===== src/rtl/tcdm_rr_arbiter_pkg.sv =====
// Shared types and the round-robin priority pick used by the TCDM arbiter.
package tcdm_arb_pkg;

    localparam int DEFAULT_NUM_MASTERS = 4;
    localparam int MAX_MASTERS         = 32;
    localparam int PICK_IDX_W          = 5;
    localparam int PICK_N_W            = 6;

    typedef logic [$clog2(DEFAULT_NUM_MASTERS)-1:0] idx_t;

    // Index of the first set bit in req[0..n-1], scanning upward from ptr and
    // wrapping modulo n. Scans high offsets first so the lowest offset wins.
    function automatic logic [PICK_IDX_W-1:0] rr_pick(
        input logic [MAX_MASTERS-1:0] req,
        input logic [PICK_N_W-1:0]    n,
        input logic [PICK_IDX_W-1:0]  ptr
    );
        logic [PICK_N_W-1:0]   sum;
        logic [PICK_IDX_W-1:0] pick;
        pick = '0;
        for (int k = MAX_MASTERS - 1; k >= 0; k--) begin
            if (PICK_N_W'(k) < n) begin
                sum = {1'b0, ptr} + PICK_N_W'(k);
                if (sum >= n) begin
                    sum = sum - n;
                end
                if (req[sum[PICK_IDX_W-1:0]]) begin
                    pick = sum[PICK_IDX_W-1:0];
                end
            end
        end
        return pick;
    endfunction

endpackage


===== src/rtl/tcdm_rr_arbiter_id_fifo.sv =====
// Synchronous FIFO holding the master index of every outstanding read.
module tcdm_id_fifo #(
    parameter int DEPTH = 4,
    parameter int WIDTH = 2
) (
    input  logic             clk_i,
    input  logic             resetn_i,
    input  logic             push,
    input  logic [WIDTH-1:0] push_data,
    input  logic             pop,
    output logic             full,
    output logic             empty,
    output logic [WIDTH-1:0] head
);

    localparam int AW = (DEPTH > 1) ? $clog2(DEPTH) : 1;

    // Pointers carry one extra wrap bit so full and empty are distinguishable.
    logic [AW:0]      wr_ptr;
    logic [AW:0]      rd_ptr;
    logic [WIDTH-1:0] mem [2**AW];
    logic             do_push;
    logic             do_pop;

    assign empty   = (wr_ptr == rd_ptr);
    assign full    = ((wr_ptr - rd_ptr) == (AW+1)'(DEPTH));
    assign head    = mem[rd_ptr[AW-1:0]];
    assign do_push = push & ~full;
    assign do_pop  = pop & ~empty;

    always_ff @(posedge clk_i or negedge resetn_i) begin
        if (!resetn_i) begin
            wr_ptr <= '0;
            rd_ptr <= '0;
        end else begin
            if (do_push) begin
                wr_ptr <= wr_ptr + 1'b1;
            end
            if (do_pop) begin
                rd_ptr <= rd_ptr + 1'b1;
            end
        end
    end

    always_ff @(posedge clk_i) begin
        if (do_push) begin
            mem[wr_ptr[AW-1:0]] <= push_data;
        end
    end

endmodule


===== src/rtl/tcdm_rr_arbiter.sv =====
// N-to-1 round-robin TCDM arbiter with in-order read response routing.
module tcdm_rr_arbiter
    import tcdm_arb_pkg::*;
#(
    parameter int NUM_MASTERS     = 4,
    parameter int ADDR_WIDTH      = 32,
    parameter int DATA_WIDTH      = 32,
    parameter int MAX_OUTSTANDING = 4
) (
    input  logic                                clk_i,
    input  logic                                resetn_i,
    input  logic [NUM_MASTERS-1:0]              m_req_i,
    output logic [NUM_MASTERS-1:0]              m_gnt_o,
    input  logic [NUM_MASTERS*ADDR_WIDTH-1:0]   m_addr_i,
    input  logic [NUM_MASTERS-1:0]              m_wen_i,
    input  logic [NUM_MASTERS*DATA_WIDTH-1:0]   m_data_i,
    input  logic [NUM_MASTERS*DATA_WIDTH/8-1:0] m_be_i,
    output logic [DATA_WIDTH-1:0]               m_r_data_o,
    output logic [NUM_MASTERS-1:0]              m_r_valid_o,
    input  logic [NUM_MASTERS-1:0]              m_r_ready_i,
    output logic                                s_req_o,
    input  logic                                s_gnt_i,
    output logic [ADDR_WIDTH-1:0]               s_addr_o,
    output logic                                s_wen_o,
    output logic [DATA_WIDTH-1:0]               s_data_o,
    output logic [DATA_WIDTH/8-1:0]             s_be_o,
    input  logic [DATA_WIDTH-1:0]               s_r_data_i,
    input  logic                                s_r_valid_i,
    output logic                                s_r_ready_o,
    output logic                                err_o
);

    localparam int IW = (NUM_MASTERS > 1) ? $clog2(NUM_MASTERS) : 1;
    localparam int BW = DATA_WIDTH / 8;

    logic [IW-1:0] rr_ptr;
    logic [IW-1:0] winner;
    logic [IW-1:0] head;
    logic          any_req;
    logic          can_issue;
    logic          req_hs;
    logic          push;
    logic          pop;
    logic          fifo_full;
    logic          fifo_empty;

    assign winner  = IW'(rr_pick(MAX_MASTERS'(m_req_i), PICK_N_W'(NUM_MASTERS),
                                 PICK_IDX_W'(rr_ptr)));
    assign any_req = |m_req_i;

    // Full blocks reads from registered status only; a same-cycle pop does not unblock.
    assign can_issue = ~fifo_full | m_wen_i[winner];
    assign s_req_o   = any_req & can_issue;

    always_comb begin
        s_addr_o = '0;
        s_wen_o  = 1'b0;
        s_data_o = '0;
        s_be_o   = '0;
        if (any_req) begin
            s_addr_o = m_addr_i[winner*ADDR_WIDTH +: ADDR_WIDTH];
            s_wen_o  = m_wen_i[winner];
            s_data_o = m_data_i[winner*DATA_WIDTH +: DATA_WIDTH];
            s_be_o   = m_be_i[winner*BW +: BW];
        end
    end

    // Valid/ready: a request transfers when s_req_o & s_gnt_i; a response when
    // s_r_valid_i & s_r_ready_o. Neither side may retract its offer on account of the other.
    assign req_hs  = s_req_o & s_gnt_i;
    assign m_gnt_o = req_hs ? (NUM_MASTERS'(1) << winner) : '0;
    assign push    = req_hs & ~m_wen_i[winner];
    assign pop     = s_r_valid_i & s_r_ready_o;

    always_ff @(posedge clk_i or negedge resetn_i) begin
        if (!resetn_i) begin
            rr_ptr <= '0;
        end else if (req_hs) begin
            rr_ptr <= (winner == IW'(NUM_MASTERS - 1)) ? '0 : winner + 1'b1;
        end
    end

    tcdm_id_fifo #(
        .DEPTH(MAX_OUTSTANDING),
        .WIDTH(IW)
    ) u_id_fifo (
        .clk_i    (clk_i),
        .resetn_i (resetn_i),
        .push     (push),
        .push_data(winner),
        .pop      (pop),
        .full     (fifo_full),
        .empty    (fifo_empty),
        .head     (head)
    );

    assign m_r_data_o  = s_r_data_i;
    assign m_r_valid_o = (s_r_valid_i & ~fifo_empty) ? (NUM_MASTERS'(1) << head) : '0;
    assign s_r_ready_o = m_r_ready_i[head] & ~fifo_empty;

    // A response with nothing outstanding is dropped and latched as an error.
    always_ff @(posedge clk_i or negedge resetn_i) begin
        if (!resetn_i) begin
            err_o <= 1'b0;
        end else if (s_r_valid_i & fifo_empty) begin
            err_o <= 1'b1;
        end
    end

endmodule

===== config.mk =====
export PLATFORM = sky130hd
export DESIGN_NAME = tcdm_rr_arbiter
export DESIGN_NICKNAME = d
export VERILOG_FILES = /design/src/rtl/tcdm_rr_arbiter_pkg.sv /design/src/rtl/tcdm_rr_arbiter_id_fifo.sv /design/src/rtl/tcdm_rr_arbiter.sv
export SDC_FILE = /design/constraint.sdc
export NUM_CORES = 1
export LEC_CHECK = 0
export BUFFER_PORTS_ARGS = -buffer_cell sky130_fd_sc_hd__buf_2
export CORE_AREA = 10 10 159 161
export DETAILED_ROUTE_END_ITERATION = 16
export DIE_AREA = 0 0 169 171
export GPL_TIMING_DRIVEN = 0
export HOLD_SLACK_MARGIN = 0.12
export SKIP_CTS_REPAIR_TIMING = 1
export SKIP_LAST_GASP = 1
export SLEW_MARGIN = 0
export SYNTH_ARGS = -nofsm -noshare
export SYNTH_HDL_FRONTEND = slang
export SYNTH_SLANG_ARGS = --single-unit
export TNS_END_PERCENT = 50

===== constraint.sdc =====
create_clock -name clk_i -period 3.8 [get_ports clk_i]
set_clock_uncertainty 0.1 [all_clocks]
set_input_delay 0.19 -clock clk_i [delete_from_list [all_inputs] [get_ports clk_i]]
set_output_delay 0.19 -clock clk_i [all_outputs]
set_load 0.02 [all_outputs]

==> results.json, run 1 <==
{
  "area_growth_pct": 71.96,
  "grt-ovfl-total": 0,
  "cts_buffer_depth": 2,
  "synth-seq-cells": 17,
  "synth_area_um2": 3690,
  "antenna_found_initial": 5,
  "clock_latency_ns": 0.25,
  "worstSetupEndpointType": "primary output",
  "critPathArrivalTime_ns": 3.35,
  "dp.cells": 1005,
  "setup_tns_ns": 0,
  "core_area_um2": 22230,
  "wirelength_mm": 24.46,
  "synth_flop_cell": "dfrtp_1",
  "worstMarginPinSlew_ns": 0.7712,
  "cts_tree": "yes",
  "cp_num_buf_inv": 6,
  "post-place-ws_ns": -0.2400,
  "status": "finished, final reports clean",
  "crit_fanout": 11,
  "std_cell_rows": 55,
  "drive_gt1_share_pct": 74.63,
  "synth_cell_type_count": 41,
  "worstSetupPathType": "flip-flop to primary output",
  "nets": 1074,
  "cap_violations": 0,
  "fin_crit_ns": 3.638,
  "crit_chain": "buf_6, clkinvlp_4, ha_2, or3b_1, a32oi_2, o31a_1, o22ai_4, clkinv_4, buf_12, buf_12, mux4_2, nor2b_1, buf_2",
  "cp.depth": 13,
  "final_cell_mix": "399 x buf_2, 74 x nor2b_1, 72 x mux4_2",
  "initial_core_util_pct": 16.60,
  "cp_common_cell": "buf_12",
  "final_common_cell": "buf_2",
  "finalCritPeriodShare_pct": 95.75,
  "finalSetupViolCount": 0,
  "final_cells": 1025,
  "wl_per_cell_um": 23.86,
  "cts.htree.levels": 1,
  "max-slew-margin-rel_pct": 48.59,
  "vias_per_cell": 4.375,
  "cts_buffers": 3,
  "worstSetupStartpointType": "flip-flop",
  "drt_first_pass_iters": 4,
  "grt_pass1_vias": 4836,
  "critPathTopFamily": "buffers and inverters",
  "die-area_um2": 28900,
  "finalWeightedCongestion": 0.8901,
  "portBuffers": 399,
  "synth-async-reset-ratio_pct": 52.94,
  "finalMaxSlewViolations": 0,
  "fin_hold_ws_ns": 0.2342,
  "powerDensity_nw_per_um2": 1117,
  "peakVddDrop_uv": 442.5,
  "grt_max_degree": 16,
  "critPathMaxStageDelay_ns": 0.49,
  "syn_inst": 320,
  "grt_usage_pct": 14.95,
  "fmax_mhz": 274.9,
  "antenna_left": 0,
  "hold_class": "input pin to async pin",
  "drc": 0,
  "cts_sinks": 17,
  "dpl.hpwl_mm": 22.10,
  "ios": 432,
  "path_clk_slew_ns": 0.05,
  "r2r_setup_slack_ns": 0.51,
  "p_leak_nw": 3.168,
  "synth_nets": 656,
  "crit_slowest_cell": "mux4_2",
  "setup_ws_ns": 0.1617,
  "grt_pass1_wl_mm": 32.50,
  "cts_root_buf": "clkbuf_16",
  "fp.dieH_um": 171,
  "synth_edf_count": 8,
  "drt_iter0_markers": 232,
  "yosys_warnings": 0,
  "finalPower_w": 0.007085,
  "rr_worst_depth": 11,
  "die_w_um": 169,
  "syn-mean-instance-area_um2": 11.53,
  "hold_viol_final": 0,
  "required_ns": 3.51,
  "yosysSeqAreaShare_pct": 12.61,
  "num_vias": 4484
}
-- stage by stage --
step,util (%),instance area (um^2)
final,28.54,6345
after global routing,28.52,6340
after CTS,27.62,6138
after detailed placement,27.26,6060
after global placement,27.19,6043
after floorplan,-,3690
-- logic make-up (layout without fill, tap and decap cells) --
family / after synthesis / count (layout) / share of synthesized area, %
other: 0 / 3 / 0
xor gates and xnor gates: 6 / 6 / 1.424
muxes: 84 / 84 / 47.37
and+or+nand+nor: 113 / 113 / 18.11
adders and majority gates: 16 / 16 / 5.426
buffers and inverters: 66 / 483 / 10.95
AOI/OAI and AO/OA: 18 / 18 / 4.103
DFF: 17 / 17 / 12.61
-- path summary, 6_finish.rpt --
check | start | endpoint
worst max-delay path | rr_ptr[0] | s_addr_o[23]
worst min-delay path | resetn_i | err_o
worst max register to register | rr_ptr[0] | rr_ptr[1]
worst min register to register | err_o | err_o
max in group asynchronous | resetn_i | rr_ptr[0]
min in group clk_i | err_o | err_o
-- metal layers --
metal	vias up	part of all wire (%)	GRT usage, %
met3	21	9.9	5.758
met4	4	1.3	1.951
li1	2023	-	-
met1	2184	37	16.75
met5	-	0.13	0
met2	252	52	26.90
-- registers in the layout (all words and copies together), names as in the netlist --
name / count
u_id_fifo.rd_ptr: 3
u_id_fifo.mem: 8
err_o: 1
u_id_fifo.wr_ptr: 3
rr_ptr: 2
-- power by group --
| group | internal, W | total, W | switching, W | leakage (nW) |
|---|---|---|---|---|
| registers | 0.000302 | 0.000367 | 0.0000650 | 0.173 |
| clock network | 0.000142 | 0.000209 | 0.0000665 | 0.0382 |
| logic | 0.00299 | 0.00651 | 0.00352 | 2.96 |
| total | 0.00343 | 0.00708 | 0.00365 | 3.17 |
-- synth_stat cells, types with 3 or more instances --
cell type / count / area, um^2
nor2b_1: 74 / 462.9
mux4_2: 72 / 1622
buf_4: 37 / 277.8
ha_1: 16 / 200.2
clkbuf_1: 13 / 48.80
inv_1: 10 / 37.54
dfrtp_1: 9 / 225.2
nand2_1: 9 / 33.78
nor2_1: 9 / 33.78
edfxtp_1: 8 / 240.2
mux2i_1: 7 / 70.07
a21oi_1: 5 / 25.02
nand3_1: 5 / 25.02
and2_1: 4 / 25.02
xnor2_1: 4 / 35.03
mux2_1: 3 / 33.78
o21ai_0: 3 / 15.01
-- layout make-up --
type	instances	area (um^2)
Antenna cell	3	7.507
Tap cell	285	356.6
Inverter	11	50.05
Buffer	55	420.4
Clock buffer	4	78.83
Sequential cell	17	467.9
Timing Repair Buffer	413	2131
Multi-Input combinational cell	237	2833
Fill cell	2429	15880
Power figures use the tool's default switching activity.
==> run 2: changes to the inputs <==
==> constraint.sdc (replaced) <==
create_clock -name clk_i -period 3.4 [get_ports clk_i]
set_clock_uncertainty 0.1 [all_clocks]
set_input_delay 0.17 -clock clk_i [delete_from_list [all_inputs] [get_ports clk_i]]
set_output_delay 0.17 -clock clk_i [all_outputs]
set_load 0.02 [all_outputs]
==> run 2 against run 1 <==
Effect of this change: the flow now finishes with violations (negative setup slack); final cell count rose by 0.59%; core utilization is 1.1 points higher; cell area increased by 3.9%; register-to-register slack lost 0.39 ns; critical path type unchanged; wire length increased by 1.2%; flip-flop and latch count unchanged; sequential share of layout area is 0.28 points lower; clock power grew 11%; die area did not move.
==> results.json, run 2 (same netlist as run 1, synthesis figures left out) <==
{
  "crit_chain": "buf_8, clkinvlp_4, ha_4, or3b_1, a32oi_2, o31a_1, o22ai_4, inv_8, clkbuf_16, mux4_2, nor2b_1, buf_2",
  "cts_buffers": 3,
  "dpl_cell_area_um2": 6060,
  "design_area_um2": 6593,
  "wirelength_mm": 24.76,
  "fin_hold_ws_ns": 0.2130,
  "grt_pass1_vias": 4836,
  "finalMaxSlewViolations": 0,
  "final_common_cell": "buf_2",
  "critPathArrivalTime_ns": 3.34,
  "clock_latency_ns": 0.25,
  "fmax_mhz": 277.2,
  "grt_usage_pct": 14.95,
  "worstSetupEndpointType": "primary output",
  "drt_iter0_markers": 278,
  "finalCritPeriodShare_pct": 106.1,
  "worstMarginPinSlew_ns": 0.8431,
  "drive_gt1_share_pct": 75.84,
  "rsz0062_at_grt": "yes",
  "drt_first_pass_iters": 4,
  "finalWeightedCongestion": 0.8901,
  "hold_viol_final": 0,
  "num_vias": 4497,
  "finalSetupViolCount": 68,
  "std_cell_rows": 55,
  "largest_register_ffs": 8,
  "antenna_left": 0,
  "dpl.hpwl_mm": 22.10,
  "status": "finished with violations",
  "hold_class": "input pin to async pin",
  "fin_crit_ns": 3.607,
  "critPathMaxStageDelay_ns": 0.56,
  "cts_root_buf": "clkbuf_16",
  "violations": "negative setup slack",
  "cts_tree": "yes",
  "grt_pass1_wl_mm": 32.50,
  "final_cells": 1031,
  "final_cell_mix": "387 x buf_2, 72 x mux4_2, 71 x nor2b_1",
  "cts_buffer_depth": 2,
  "area_growth_pct": 78.67,
  "ios": 432,
  "worstSetupPathType": "flip-flop to primary output",
  "antenna_found_initial": 5,
  "cap_violations": 0,
  "nets": 1082,
  "core_area_um2": 22230,
  "grt-ovfl-total": 0,
  "dp.cells": 1005,
  "p_leak_nw": 3.267,
  "vias_per_cell": 4.362,
  "powerDensity_nw_per_um2": 1282,
  "required_ns": 3.13,
  "cts_sinks": 17,
  "max-slew-margin-rel_pct": 43.79,
  "fp.dieH_um": 171,
  "worstSetupStartpointType": "flip-flop",
  "wl_per_cell_um": 24.02,
  "grt_max_degree": 16,
  "path_clk_slew_ns": 0.05,
  "crit_fanout": 9,
  "portBuffers": 399,
  "peakVddDrop_uv": 635.9,
  "initial_core_util_pct": 16.60,
  "drc": 0,
  "crit_slowest_cell": "mux4_2",
  "cts.htree.levels": 1,
  "die_w_um": 169,
  "die-area_um2": 28900,
  "setup_ws_ns": -0.2075
}
==> run 2: cell count changes in the layout (fill, tap and decap cells not counted), moves of 3 or more <==
cell and change:
buf_2 -12, buf_4 +10, buf_6 +4, buf_8 +3, ha_4 +3, nor2b_1 -3
==> run 2: worst max-delay path: cells and delay by family (launching register included) <==
kind / cells / cell delay, ns
buf+inv: 5 / 0.83
compound gates: 3 / 0.57
mux: 1 / 0.56
simple gates: 2 / 0.53
flops: 1 / 0.39
fa+ha+maj: 1 / 0.20
==> run 2: final timing paths <==
check                      startpoint         to  slack [ns]  cells past startpoint
min in group clk_i              err_o      err_o        0.36                      1
min                          resetn_i      err_o        0.21                      2
max                         rr_ptr[0]  s_be_o[1]       -0.21                     12
max in group asynchronous    resetn_i  rr_ptr[0]        2.79                      2
max reg2reg                 rr_ptr[0]  rr_ptr[1]        0.12                     13
min reg2reg                     err_o      err_o        0.36                      1
==> run 2: where the power goes <==
| part | internal, W | switching (W) | total, W |
|---|---|---|---|
| Clock | 0.000159 | 0.0000743 | 0.000233 |
| Sequential | 0.000337 | 0.0000782 | 0.000415 |
| Combinational | 0.00373 | 0.00407 | 0.00781 |
| Total | 0.00423 | 0.00422 | 0.00845 |
==> run 2: final cells by class <==
class	count	area (um^2)
Clock buffer	4	78.83
Sequential cell	17	467.9
Timing Repair Buffer	421	2286
Buffer	55	442.9
Antenna cell	1	2.502
Tap cell	285	356.6
Inverter	11	52.55
Fill cell	2407	15640
Multi-Input combinational cell	237	2905
==> run 2: stage by stage <==
step	total power, W	worst slack, ns	util [%]	setup TNS, ns
finish	0.008454	-0.2075	29.66	-8.825
global route	0.009050	-0.3300	29.66	-19.14
CTS	0.007681	-0.9199	27.62	-55.86
detailed placement	0.007430	-0.6200	27.26	-33.48
global placement	0.007381	-0.6259	27.19	-31.95
floorplan	0.005248	0.1094	-	0
==> run 2: metal layers <==
| metal | global-route usage, % | vias to the layer above | part of all wire (%) | routed length (um) |
|---|---|---|---|---|
| li1 | - | 2035 | - | - |
| met1 | 16.75 | 2170 | 35 | 8760 |
| met2 | 26.90 | 271 | 53 | 13090 |
| met3 | 5.758 | 17 | 11 | 2661 |
| met4 | 1.951 | 4 | 0.87 | 216 |
| met5 | 0 | - | 0.13 | 31 |
